--- src/rtl/sobel_pkg.sv ---
// Shared widths, datapath types and the saturation helper for the Sobel window calculator.
package sobel_pkg;

    localparam int PIX_W  = 8;
    localparam int GRAD_W = 11;
    localparam int MAG_W  = 11;

    typedef logic [PIX_W-1:0]         pix_t;
    typedef logic signed [GRAD_W-1:0] grad_t;
    typedef logic [MAG_W-1:0]         mag_t;

    // Window indexed [row][col]: row 0 = top, col 2 = newest column.
    typedef pix_t [2:0][2:0] window_t;

    // Per-stage tag travelling alongside the datapath.
    typedef struct packed {
        logic valid;
        logic eol;
        logic eof;
    } tag_t;

    function automatic pix_t sat8(input mag_t mag);
        return (mag > mag_t'(255)) ? pix_t'(8'hFF) : mag[PIX_W-1:0];
    endfunction

    function automatic mag_t abs_grad(input grad_t g);
        grad_t neg;
        neg = -g;
        return g[GRAD_W-1] ? mag_t'(neg) : mag_t'(g);
    endfunction

endpackage

--- src/rtl/sobel_window_calc_if.sv ---
// Column input from the line buffer and pixel output towards the downstream FIFO.
interface sobel_window_calc_if;
    import sobel_pkg::*;

    logic we;
    pix_t pix_bot;
    pix_t pix_mid;
    pix_t pix_top;
    pix_t thresh;
    logic dout_valid;
    pix_t dout;
    logic dout_eol;
    logic dout_eof;

    // Driver side: line buffer feeding columns, consumer observing results.
    modport master (
        output we, pix_bot, pix_mid, pix_top, thresh,
        input  dout_valid, dout, dout_eol, dout_eof
    );

    // Calculator side.
    modport slave (
        input  we, pix_bot, pix_mid, pix_top, thresh,
        output dout_valid, dout, dout_eol, dout_eof
    );

endinterface

--- src/rtl/sobel_kernel3x3.sv ---
// Combinational 3x3 Sobel kernel: nine window pixels in, signed horizontal/vertical gradients out.
module sobel_kernel3x3
    import sobel_pkg::*;
(
    input  window_t win_i,
    output grad_t   gx_o,
    output grad_t   gy_o
);

    function automatic grad_t ext(input pix_t p);
        return grad_t'({{(GRAD_W-PIX_W){1'b0}}, p});
    endfunction

    grad_t gx_pos, gx_neg, gy_pos, gy_neg;

    always_comb begin
        gx_pos = ext(win_i[0][2]) + (ext(win_i[1][2]) <<< 1) + ext(win_i[2][2]);
        gx_neg = ext(win_i[0][0]) + (ext(win_i[1][0]) <<< 1) + ext(win_i[2][0]);
        gy_pos = ext(win_i[2][0]) + (ext(win_i[2][1]) <<< 1) + ext(win_i[2][2]);
        gy_neg = ext(win_i[0][0]) + (ext(win_i[0][1]) <<< 1) + ext(win_i[0][2]);
        gx_o   = gx_pos - gx_neg;
        gy_o   = gy_pos - gy_neg;
    end

endmodule

--- src/rtl/sobel_window_calc.sv ---
// Sliding 3x3 window, Sobel |Gx|+|Gy| magnitude, 4-stage pipeline (E0..E3) with line/frame markers.
// Define SOBEL_THRESH_EN to binarize the output against bus.thresh instead of emitting the magnitude.
module sobel_window_calc
    import sobel_pkg::*;
#(
    parameter int IMG_W = 1920,
    parameter int IMG_H = 1080
) (
    input  logic clk,
    input  logic rst_p,
    sobel_window_calc_if.slave bus
);

    localparam int COL_W = $clog2(IMG_W);
    localparam int ROW_W = $clog2(IMG_H);

    typedef logic [COL_W-1:0] col_t;
    typedef logic [ROW_W-1:0] row_t;

    // E0: window and position counters
    window_t win_q, win_d;
    col_t    col_cnt_q, col_cnt_d;
    row_t    row_cnt_q, row_cnt_d;
    tag_t    tag0_q, tag0_d;

    // E1..E3 pipeline
    grad_t gx, gy;
    grad_t gx_q, gy_q;
    tag_t  tag1_q;
    mag_t  mag_d, mag_q;
    tag_t  tag2_q;
    pix_t  dout_d, dout_q;
    logic  dout_valid_q, dout_eol_q, dout_eof_q;

    logic col_last, row_last;

    assign col_last = (col_cnt_q == col_t'(IMG_W - 1));
    assign row_last = (row_cnt_q == row_t'(IMG_H - 3));

    // NOTE: every variable gets its hold/default value first so no path leaves it unassigned (no latches).
    always_comb begin
        win_d     = win_q;
        col_cnt_d = col_cnt_q;
        row_cnt_d = row_cnt_q;
        tag0_d    = '0;
        if (bus.we) begin
            for (int r = 0; r < 3; r++) begin
                win_d[r][0] = win_q[r][1];
                win_d[r][1] = win_q[r][2];
            end
            win_d[0][2] = bus.pix_top;
            win_d[1][2] = bus.pix_mid;
            win_d[2][2] = bus.pix_bot;

            col_cnt_d = col_last ? '0 : col_cnt_q + col_t'(1);
            if (col_last) begin
                row_cnt_d = row_last ? '0 : row_cnt_q + row_t'(1);
            end

            tag0_d.valid = (col_cnt_q >= col_t'(2));
            tag0_d.eol   = col_last;
            tag0_d.eof   = col_last & row_last;
        end
    end

    // NOTE: the window is reset along with the counters so a mid-line reset leaves no stale columns.
    always_ff @(posedge clk) begin
        if (rst_p) begin
            win_q     <= '0;
            col_cnt_q <= '0;
            row_cnt_q <= '0;
            tag0_q    <= '0;
        end else begin
            // NOTE: state updates use non-blocking assignments so all registers see pre-edge values.
            win_q     <= win_d;
            col_cnt_q <= col_cnt_d;
            row_cnt_q <= row_cnt_d;
            tag0_q    <= tag0_d;
        end
    end

    sobel_kernel3x3 u_kernel (
        .win_i (win_q),
        .gx_o  (gx),
        .gy_o  (gy)
    );

    always_comb begin
        mag_d = abs_grad(gx_q) + abs_grad(gy_q);
    end

`ifdef SOBEL_THRESH_EN
    always_comb begin
        dout_d = (sat8(mag_q) >= bus.thresh) ? pix_t'(8'hFF) : pix_t'(8'h00);
    end
`else
    logic unused_thresh;
    assign unused_thresh = ^bus.thresh;

    always_comb begin
        dout_d = sat8(mag_q);
    end
`endif

    always_ff @(posedge clk) begin
        if (rst_p) begin
            gx_q         <= '0;
            gy_q         <= '0;
            tag1_q       <= '0;
            mag_q        <= '0;
            tag2_q       <= '0;
            dout_q       <= '0;
            dout_valid_q <= 1'b0;
            dout_eol_q   <= 1'b0;
            dout_eof_q   <= 1'b0;
        end else begin
            gx_q         <= gx;
            gy_q         <= gy;
            tag1_q       <= tag0_q;
            mag_q        <= mag_d;
            tag2_q       <= tag1_q;
            if (tag2_q.valid) begin
                dout_q <= dout_d;
            end
            dout_valid_q <= tag2_q.valid;
            dout_eol_q   <= tag2_q.valid & tag2_q.eol;
            dout_eof_q   <= tag2_q.valid & tag2_q.eof;
        end
    end

    assign bus.dout_valid = dout_valid_q;
    assign bus.dout       = dout_q;
    assign bus.dout_eol   = dout_eol_q;
    assign bus.dout_eof   = dout_eof_q;

endmodule

--- src/flat_wrapper.sv ---
// flat-port wrapper written by rule: the top's interface ports become plain ports
module sobel_window_calc_flat import sobel_pkg::*;
#(
    parameter int IMG_W = 1920,
    parameter int IMG_H = 1080
)
  (clk, rst_p, bus_we, bus_pix_bot, bus_pix_mid, bus_pix_top, bus_thresh, bus_dout_valid, bus_dout, bus_dout_eol, bus_dout_eof);
  sobel_window_calc_if bus_i ();
  input  logic clk;
  input  logic rst_p;
  input wire logic [$bits(bus_i.we)-1:0] bus_we;
  input wire logic [$bits(bus_i.pix_bot)-1:0] bus_pix_bot;
  input wire logic [$bits(bus_i.pix_mid)-1:0] bus_pix_mid;
  input wire logic [$bits(bus_i.pix_top)-1:0] bus_pix_top;
  input wire logic [$bits(bus_i.thresh)-1:0] bus_thresh;
  output wire logic [$bits(bus_i.dout_valid)-1:0] bus_dout_valid;
  output wire logic [$bits(bus_i.dout)-1:0] bus_dout;
  output wire logic [$bits(bus_i.dout_eol)-1:0] bus_dout_eol;
  output wire logic [$bits(bus_i.dout_eof)-1:0] bus_dout_eof;
  assign bus_i.we = bus_we;
  assign bus_i.pix_bot = bus_pix_bot;
  assign bus_i.pix_mid = bus_pix_mid;
  assign bus_i.pix_top = bus_pix_top;
  assign bus_i.thresh = bus_thresh;
  assign bus_dout_valid = bus_i.dout_valid;
  assign bus_dout = bus_i.dout;
  assign bus_dout_eol = bus_i.dout_eol;
  assign bus_dout_eof = bus_i.dout_eof;
  sobel_window_calc #(.IMG_W(IMG_W), .IMG_H(IMG_H)) u_core (.clk(clk), .rst_p(rst_p), .bus(bus_i));
endmodule
--- config.mk ---
export PLATFORM = sky130hd
export DESIGN_NAME = sobel_window_calc_flat
export DESIGN_NICKNAME = d
export VERILOG_FILES = /design/src/rtl/sobel_pkg.sv /design/src/rtl/sobel_window_calc_if.sv /design/src/rtl/sobel_kernel3x3.sv /design/src/rtl/sobel_window_calc.sv /design/src/flat_wrapper.sv
export SDC_FILE = /design/constraint.sdc
export NUM_CORES = 1
export LEC_CHECK = 0
export ABC_AREA = 1
export BUFFER_PORTS_ARGS = -buffer_cell sky130_fd_sc_hd__buf_4
export CORE_MARGIN = 4
export CORE_UTILIZATION = 40
export CTS_BUF_LIST = sky130_fd_sc_hd__clkbuf_8
export DETAILED_ROUTE_END_ITERATION = 12
export GPL_ROUTABILITY_DRIVEN = 0
export GPL_TIMING_DRIVEN = 1
export MAX_ROUTING_LAYER = met4
export SLEW_MARGIN = 10
export SYNTH_ARGS = -nofsm -noshare
export SYNTH_HDL_FRONTEND = slang
export SYNTH_SLANG_ARGS = --single-unit
export TNS_END_PERCENT = 50
--- constraint.sdc ---
create_clock -name clk -period 5.7 [get_ports clk]
set_clock_uncertainty 0.2 [all_clocks]
set_input_delay 0.855 -clock clk [delete_from_list [all_inputs] [get_ports clk]]
set_output_delay 0.855 -clock clk [all_outputs]
set_load 0.03 [all_outputs]
== Yosys cells after proc, flatten, opt, wreduce, memory -nomap -nowiden ==
Cells that the tools add are included.
Storage, ports and cells
  word-level logic and storage cells: 57
  flip-flop bits (word level): 147
Operators by class
  equality and inequality tests: 2
  bitwise logic cells: 4
  add/sub/neg operators: 15
  muxes and demuxes: 5
  reduce and logical (&&, ||, !) cells: 2
  order comparisons: 2
Operator list (count)
  two-way mux 11 bit: 4
  adder 8 x 9 -> 10 bit: 4
  adder 10 x 8 -> 11 bit: 3
  adder 11 x 1 -> 11 bit (second input constant): 2
  equality test 11 bit (second input constant): 2
  negation 11 bit: 2
  subtractor 11 bit: 2
  adder 11 bit: 1
  adder 11 x 9 -> 11 bit: 1
  >= comparator 11 x 2 -> 1 bit (second input constant): 1
  greater-than comparator 11 x 8 -> 1 bit (second input constant): 1
  two-way mux 8 bit: 1
  bitwise AND 1 bit: 3
  AND reduction 2 bit: 1
  OR reduction 2 bit: 1
  inverter 1 bit: 1

== Depth between registers and ports, before layout ==
Gate-level depths: netlist of the first run.
  word-level depth: 3
  gate-level depth with buffers: 22
  gate-level depth less buffers: 22

== Hierarchy ==
Synthesis of the first run repeated with hierarchy kept, for this count alone.
Unflattened totals
  cells, all modules: 1239
  area total of the unflattened synthesis: 8999.9 um^2
By module, submodules not included
  sobel_window_calc: cells each 812, sequential area each 2942.8 um^2, area each 6032.0 um^2, instances 1
  sobel_kernel3x3: cells each 427, sequential area each 0.0 um^2, area each 2967.8 um^2, instances 1

== Least setup slack after synthesis of the first run ==
Ideal clock, no wire load.
  path type: reg2reg
  from: register u_core.win_q[1] (netlist bit)
  to: register u_core.gy_q[9]
  setup time: 115 ps
  cell stages (with the launch flop): 18
  required time: 5385 ps
  data arrival time: 3579 ps
  path slack: 1806 ps
  path through: dfxtp_1 -> ha_1 -> fa_1 -> nand4_1 -> nand3_1 -> xnor2_1 -> fa_1 -> fa_1 -> inv_1 -> fa_1 -> inv_1 -> ha_1 -> nand2_1 -> inv_1 -> a21oi_1 -> nand3_1 -> nand2_1 -> nor2_1
On the way
  cells in the longest elaborated chain, start to end: 3
Ends and longest elaborated chain
  start, declared: line sobel_window_calc.sv:21  | window_t win_q, win_d;
  start signal, assigned: line sobel_window_calc.sv:75  | win_q <= win_d;
  adder 8 x 9 -> 10 bit: line sobel_kernel3x3.sv:20  | gy_neg = ext(win_i[0][0]) + (ext(win_i[0][1]) <<< 1) + ext(win_i[0][2]);
  adder 11 x 9 -> 11 bit: line sobel_kernel3x3.sv:20
  subtractor 11 bit: line sobel_kernel3x3.sv:22  | gy_o = gy_pos - gy_neg;
  end signal, assigned: line sobel_window_calc.sv:118  | gy_q <= gy;
  end, declared: line sobel_window_calc.sv:28  | grad_t gx_q, gy_q;
No other way between the ends.
A chain may end at the register's enable or synchronous reset.

== Final worst setup path of the first run ==
  from: register u_core.win_q[1] (netlist bit)
  to: register u_core.gy_q[8]
The elaborated chain is that of the path after synthesis.

==> results of run 1 <==
[kinds of logic (layout without fill, tap and decap cells)]
kind of cell | Yosys count | after routing | synth area share
AND/OR/NAND/NOR | 391 | 391 | 0.186
buffers and inverters | 225 | 261 | 0.102
XOR/XNOR | 26 | 26 | 0.0267
flip-flops | 147 | 147 | 0.345
adder cells (fa/ha/maj) | 107 | 107 | 0.206
AO/OA/AOI/OAI | 219 | 219 | 0.134
[metal layers]
layer / up-vias / global-route usage
met5: - / -
met4: 0 / 0.0437
met3: 15 / 0.0296
met2: 75 / 0.242
met1: 2960 / 0.207
li1: 3559 / -
[registers in the layout (all words and copies together), names as in the netlist]
signal                 count
u_core.bus.dout            8
u_core.bus.dout_eof        1
u_core.bus.dout_eol        1
u_core.bus.dout_valid      1
u_core.col_cnt_q          11
u_core.gx_q               11
u_core.gy_q               11
u_core.mag_q              11
u_core.row_cnt_q          11
u_core.tag0_q              3
u_core.tag1_q              3
u_core.tag2_q              3
u_core.win_q              72
[where the power goes]
part | internal [mW] | switching [mW]
clock network | 0.415 | 0.435
registers | 1.17 | 0.0856
logic | 0.820 | 1.32
total | 2.41 | 1.84
[layout make-up]
type / instances / area [um2] / share of cell area
multi-input cells: 743 / 4720 / 0.501
flip-flops and latches: 147 / 2940 / 0.312
inverters: 190 / 713 / 0.0757
well taps: 275 / 344 / 0.0365
repair buffers: 39 / 293 / 0.0311
clock buffers: 18 / 248 / 0.0263
clock inverters: 14 / 165 / 0.0175
[synth_stat cells]
| cell | number |
|---|---|
| a211oi_1 | 1 |
| nand3_1 | 41 |
| buf_2 | 5 |
| inv_1 | 188 |
| and3_1 | 1 |
| clkinv_1 | 2 |
| buf_6 | 1 |
| xnor2_1 | 5 |
| nand2_2 | 2 |
| a21oi_1 | 100 |
| clkbuf_1 | 25 |
| fa_1 | 56 |
| nor3b_1 | 2 |
| nor2_1 | 168 |
| a31oi_1 | 3 |
| a211o_1 | 1 |
| dfxtp_1 | 147 |
| nor4_1 | 2 |
| o21bai_2 | 1 |
| xor2_1 | 21 |
| a21boi_0 | 1 |
| buf_4 | 2 |
| a21o_1 | 4 |
| clkbuf_2 | 1 |
| o21bai_1 | 4 |
| o21ai_1 | 1 |
| o21ai_2 | 2 |
| nand4_1 | 7 |
| buf_1 | 1 |
| nand2_1 | 159 |
| nand3_2 | 1 |
| o21ai_0 | 100 |
| o21a_1 | 1 |
| nor2_4 | 2 |
| nor3_1 | 6 |
| ha_1 | 51 |
[per-stage QoR]
stage | setup WS (ns) | utilization | hold slack, ns | cell area (um2) | total power, mW
after CTS | 1.42 | 0.448 | 0.202 | 9420 | 4.30
after global placement | 1.47 | 0.429 | 0.189 | 9010 | 3.41
after detailed placement | 1.46 | 0.429 | 0.192 | 9010 | 3.42
final | 1.44 | 0.448 | 0.202 | 9420 | 4.24
after floorplan | 1.81 | - | 0.188 | 8530 | 2.98
after global routing | 1.10 | 0.448 | 0.211 | 9420 | 4.75
[how the worst min path moves through the flow]
stage	from	cells after the start	slack, ns	to
6_report	u_core.tag0_q[2]	2	0.20	u_core.tag1_q[2]
5_1_grt	u_core.tag0_q[2]	2	0.21	u_core.tag1_q[2]
4_1_cts	u_core.tag0_q[2]	2	0.20	u_core.tag1_q[2]
3_5_place_dp	u_core.tag0_q[0]	2	0.19	u_core.tag1_q[0]
3_3_place_gp	u_core.tag1_q[0]	2	0.19	u_core.tag2_q[0]
2_1_floorplan	u_core.tag0_q[0]	2	0.19	u_core.tag1_q[0]
[critical path, delay by kind of cell (launching register included)]
family	cells	cell delay (ns)
adders and majority gates	6	2.50
and+or+nand+nor	5	0.58
DFF	1	0.32
xor gates and xnor gates	1	0.22
AOI/OAI and AO/OA	1	0.17
buffers and inverters	3	0.16
==> impl_metrics.yaml, run 1 <==
status:
  status: "completed"
route:
  drc: 0
  vias: 6609
  drtPass1Iterations: 4
  postRouteAntennaNets: 0
  wl_met2_um: 7500
  drt-vias-per-instance: 4.63
  wl_um: 16600
  initialDrtViolationCount: 243
  top_layer_used: "met4"
  wl_met1_um: 8550
  met3_length_um: 469
  wl_per_cell_um: 11.7
global_route:
  grt_max_degree: 62
  track_usage: 0.155
  grt_antenna_before_repair: 0
  grt_pass1_wl_um: 30100
  grt_pass1_vias: 6493
  grt-ovfl-total: 0
yosys:
  synth_top_area_frac: 0.345
  synth_seq_cells: 147
  synth_warnings: 0
  yosys.area.top_type: "dfxtp_1"
  ys_top_cells_by_area: "dfxtp_1 (35%), fa_1 (13%), inv_1 (8.3%), ha_1 (7.5%), nor2_1 (7.4%)"
  ys_types: 36
  synth_fp_nets: 1257
  syn_inst: 1115
  ys_seq_area_frac: 0.345
  synth_area_um2: 8530
  syn_avg_cell_area_um2: 7.65
cts:
  ctsLongestPathBuffers: 2
  path_clk_slew_ns: 0.09
  cts_resized: 0
  cts_tree: "built"
  cts_buffers: 17
  cts_root_buf: "clkbuf_8"
  post-cts-setup-buffer-count: 0
  cts_max_level: 4
  worst_skew_pair.late_latency_ns: 0.45
  cts_hold_buf: 0
  cts_sinks: 147
die:
  initial_utilization: 0.406
  dieArea_um2: 23700
  die_x_um: 154
  core_area_um2: 21000
  rows: 53
  die-height_um: 154
  io_pins: 46
critical_path:
  endpoint: "u_core.gy_q[8]"
  worst_ep_arrival_time_ns: 4.39
  crit_top_cell: "fa_1"
  cpMaxStageDelayCell: "fa_1"
  worstPathRequired_ns: 5.83
  regToRegStartpoint: "u_core.win_q[1]"
  reg2regPathDepth: 16
  cp-end-kind: "flip-flop"
  rr_endpoint: "u_core.gy_q[8]"
  cp-startpoint: "u_core.win_q[1]"
  rrSetupSlack_ns: 1.44
  timing.critical_path.from_type: "flip-flop"
  worstSetupPathType: "flip-flop to flip-flop"
  max_stage_delay_ns: 0.51
  cp_max_fo: 4
  worstPathCellList: "ha_1 -> fa_1 -> nand4_1 -> nand3_1 -> xnor2_1 -> fa_1 -> fa_1 -> inv_1 -> fa_1 -> inv_1 -> ha_1 -> nand2_1 -> inv_1 -> nand4_1 -> a21oi_1 -> nor2_1"
placed_design:
  place_inst: 1394
  dp.final_hpwl_um: 12400
  port_buffers: 37
final_layout:
  finalNonFillerCells: 1426
  syn_to_final_growth_pct: 10.5
  drive_above_1_share: 0.0704
  nFillCells: 2118
  final_common_cell: "inv_1"
  diodes: 0
  nets: 1280
  final_cell_mix: "inv_1 (186), nor2_1 (168), nand2_1 (159), dfxtp_1 (147)"
sta:
  rsz0062_at_grt: "no"
  relSlewSlack: 0.361
  tns_ns: 0
  finalCritPeriodShare: 0.747
  slew_viol_final: 0
  setup_violations: 0
  final_hold_viol_count: 0
  fmax_mhz: 235
  worst_pin_slew_ns: 0.958
  post-route-min-period_ns: 4.26
flow_run:
  drv_cap: 0
hold_path:
  hold_path.class: "flip-flop to flip-flop"
pwr:
  peakVddDrop_mv: 0.198
  leakage_nw: 4.36
  powerDensity_nw_per_um2: 450
Note: power is estimated with default switching activity, not from simulation.
==> run 2: changes to the inputs <==
==> constraint.sdc (replaced) <==
create_clock -name clk -period 3.5 [get_ports clk]
set_clock_uncertainty 0.2 [all_clocks]
set_input_delay 0.525 -clock clk [delete_from_list [all_inputs] [get_ports clk]]
set_output_delay 0.525 -clock clk [all_outputs]
set_load 0.03 [all_outputs]
==> run 2 against run 1 <==
  * The flow now finishes with violations (setup timing)
  * Hold slack lost 0.12 ns
  * Largest cell class unchanged
  * Die area is the same
  * First-iteration DRC count grew 37%
  * Utilization grew 2.7 points
  * Clock power grew 72%
  * Largest power group unchanged
  * Combinational power grew 91%
  * Sequential share of layout area shrank 1.7 points
  * Routed wire length grew 5.0%
==> impl_metrics.yaml, run 2 (same netlist as run 1, synthesis figures left out) <==
die:
  dieArea_um2: 23700
  initial_utilization: 0.406
  die-height_um: 154
  die_x_um: 154
  rows: 53
  core_area_um2: 21000
  io_pins: 46
route:
  drtPass1Iterations: 7
  vias: 6748
  initialDrtViolationCount: 333
  drc: 0
  wl_um: 17500
  postRouteAntennaNets: 0
  wl_per_cell_um: 12.0
  drt-vias-per-instance: 4.62
pwr:
  comb_power_share: 0.538
  powerDensity_nw_per_um2: 759
  internal_power_mw: 4.40
  total_power_mw: 7.58
  peakVddDrop_mv: 0.389
  clkPwrFrac: 0.192
  p_switching_mw: 3.18
  pwr-share-seq: 0.270
  swShare: 0.420
  leakage_nw: 4.57
hold_path:
  hold_path.class: "primary input to flip-flop"
global_route:
  grt-ovfl-total: 0
  grt_use_met1: 0.207
  global_route.usage.met3: 0.0301
  track_usage: 0.157
  grt_util_met2: 0.251
  grt_pass1_wl_um: 29900
  top_usage_layer: "met2"
  grt_antenna_before_repair: 0
  grt_max_degree: 58
  grt_pass1_vias: 6489
critical_path:
  timing.critical_path.from_type: "flip-flop"
  worstPathRequired_ns: 3.65
  cp_max_fo: 3
  crit_top_cell: "nand2_1"
  worstPathCellList: "ha_4 -> fa_2 -> a31oi_2 -> xor2_1 -> fa_1 -> fa_1 -> fa_1 -> ha_4 -> nand2_1 -> inv_1 -> nand3_1 -> nand2_2 -> nand2_1 -> nand2_1 -> nand2_1 -> nand2_1 -> nor2_1"
  worstSetupPathType: "flip-flop to flip-flop"
  crit_family: "adder cells"
  worst_ep_arrival_time_ns: 4.05
  crit_buf_inv: 1
  rrSetupSlack_ns: -0.40
  max_stage_delay_ns: 0.51
  cpMaxStageDelayCell: "fa_1"
  cp-end-kind: "flip-flop"
status:
  status: "finished with violations"
  failed_checks: "setup timing"
final_layout:
  multi_input_area_um2: 4980
  seq_area_um2: 2960
  final_common_cell: "inv_1"
  post-route-util: 0.476
  syn_to_final_growth_pct: 17.2
  final_cell_mix: "inv_1 (182), nor2_1 (163), nand2_1 (151), dfxtp_1 (139), o21ai_0 (96)"
  stdcell_area_um2: 10000
  drive_above_1_share: 0.146
  regMostFlops: "u_core.win_q"
  nFillCells: 2102
  finalNonFillerCells: 1460
  nets: 1314
  diodes: 0
  largest_register_ffs: 72
cts:
  path_clk_slew_ns: 0.09
  cts_tree: "built"
  cts_sinks: 147
  ctsLongestPathBuffers: 2
  cts_hold_buf: 0
  worst_skew_pair.late_latency_ns: 0.45
  cts_max_level: 4
  cts_root_buf: "clkbuf_8"
  cts_buffers: 17
flow_run:
  drv_cap: 0
sta:
  slew_viol_final: 0
  setup_violations: 9
  post-route-min-period_ns: 3.90
  relSlewSlack: 0.420
  rsz0062_at_grt: "yes"
  timing.final.ws_setup_ns: -0.397
  finalCritPeriodShare: 1.11
  fmax_mhz: 257
  final_hold_viol_count: 0
  worst_pin_slew_ns: 0.864
placed_design:
  placed_area_um2: 9350
  port_buffers: 37
  place_ws_ns: -0.454
  dp.final_hpwl_um: 13100
  place_inst: 1426
run 2: cell count changes in the layout (fill, tap and decap cells not counted), sizes merged:
cell / previous run / this run
clkinv: 6 / 8
clkinvlp: 1 / 3
inv: 195 / 189
buf: 39 / 73
bufinv: 2 / 4
run 2: final cells by class:
cell class / count / share of cell area
repair buffers: 73 / 0.0572
well taps: 275 / 0.0344
clock buffers: 18 / 0.0248
multi-input cells: 743 / 0.498
flip-flops and latches: 147 / 0.296
inverters: 190 / 0.0713
clock inverters: 14 / 0.0188
run 2: path summary, 6_finish.rpt:
check,from,to,cells after the start
setup / recovery,u_core.win_q[1],u_core.gy_q[10],17
hold / removal,bus_pix_mid[5],u_core.win_q[45],3
setup reg to reg,u_core.win_q[1],u_core.gy_q[10],17
hold reg to reg,u_core.tag1_q[1],u_core.tag2_q[1],2
run 2: layer usage:
layer	share of wire	vias to the layer above	routed length, um
met4	0.0099	0	173
met1	0.50	3018	8730
met2	0.45	97	7940
li1	-	3617	-
met5	0	-	0
met3	0.037	16	642
run 2: power groups by stage:
stage                     registers (mW)  clock network (mW)  logic, mW
final                               2.05                1.46       4.08
after global placement              2.09                   0       3.78
after global routing                2.08                1.57       4.76
after detailed placement            2.09                   0       3.78
after CTS                           2.05                1.50       3.92
after floorplan                     2.04                   0       2.90
run 2: what timing repair did:
item	4_1_cts	5_1_grt
pin swaps	17	15
buffers inserted	1	1
gates resized for setup	22	32
endpoints found under the setup margin	10	15
endpoints found under the hold margin	0	0
run 2: tightest hold or removal path: stages:
cell and delay, ns:
buf_4 0.08, nor2_1 0.03, nor2_1 0.08
run 2: through the flow:
step	hold WS, ns	setup TNS (ns)
2_1_floorplan	0.188	-1.11
3_3_place_gp	0.192	-2.48
3_5_place_dp	0.193	-2.72
4_1_cts	0.0529	-2.36
5_1_grt	0.0626	-4.19
6_report	0.0854	-2.43
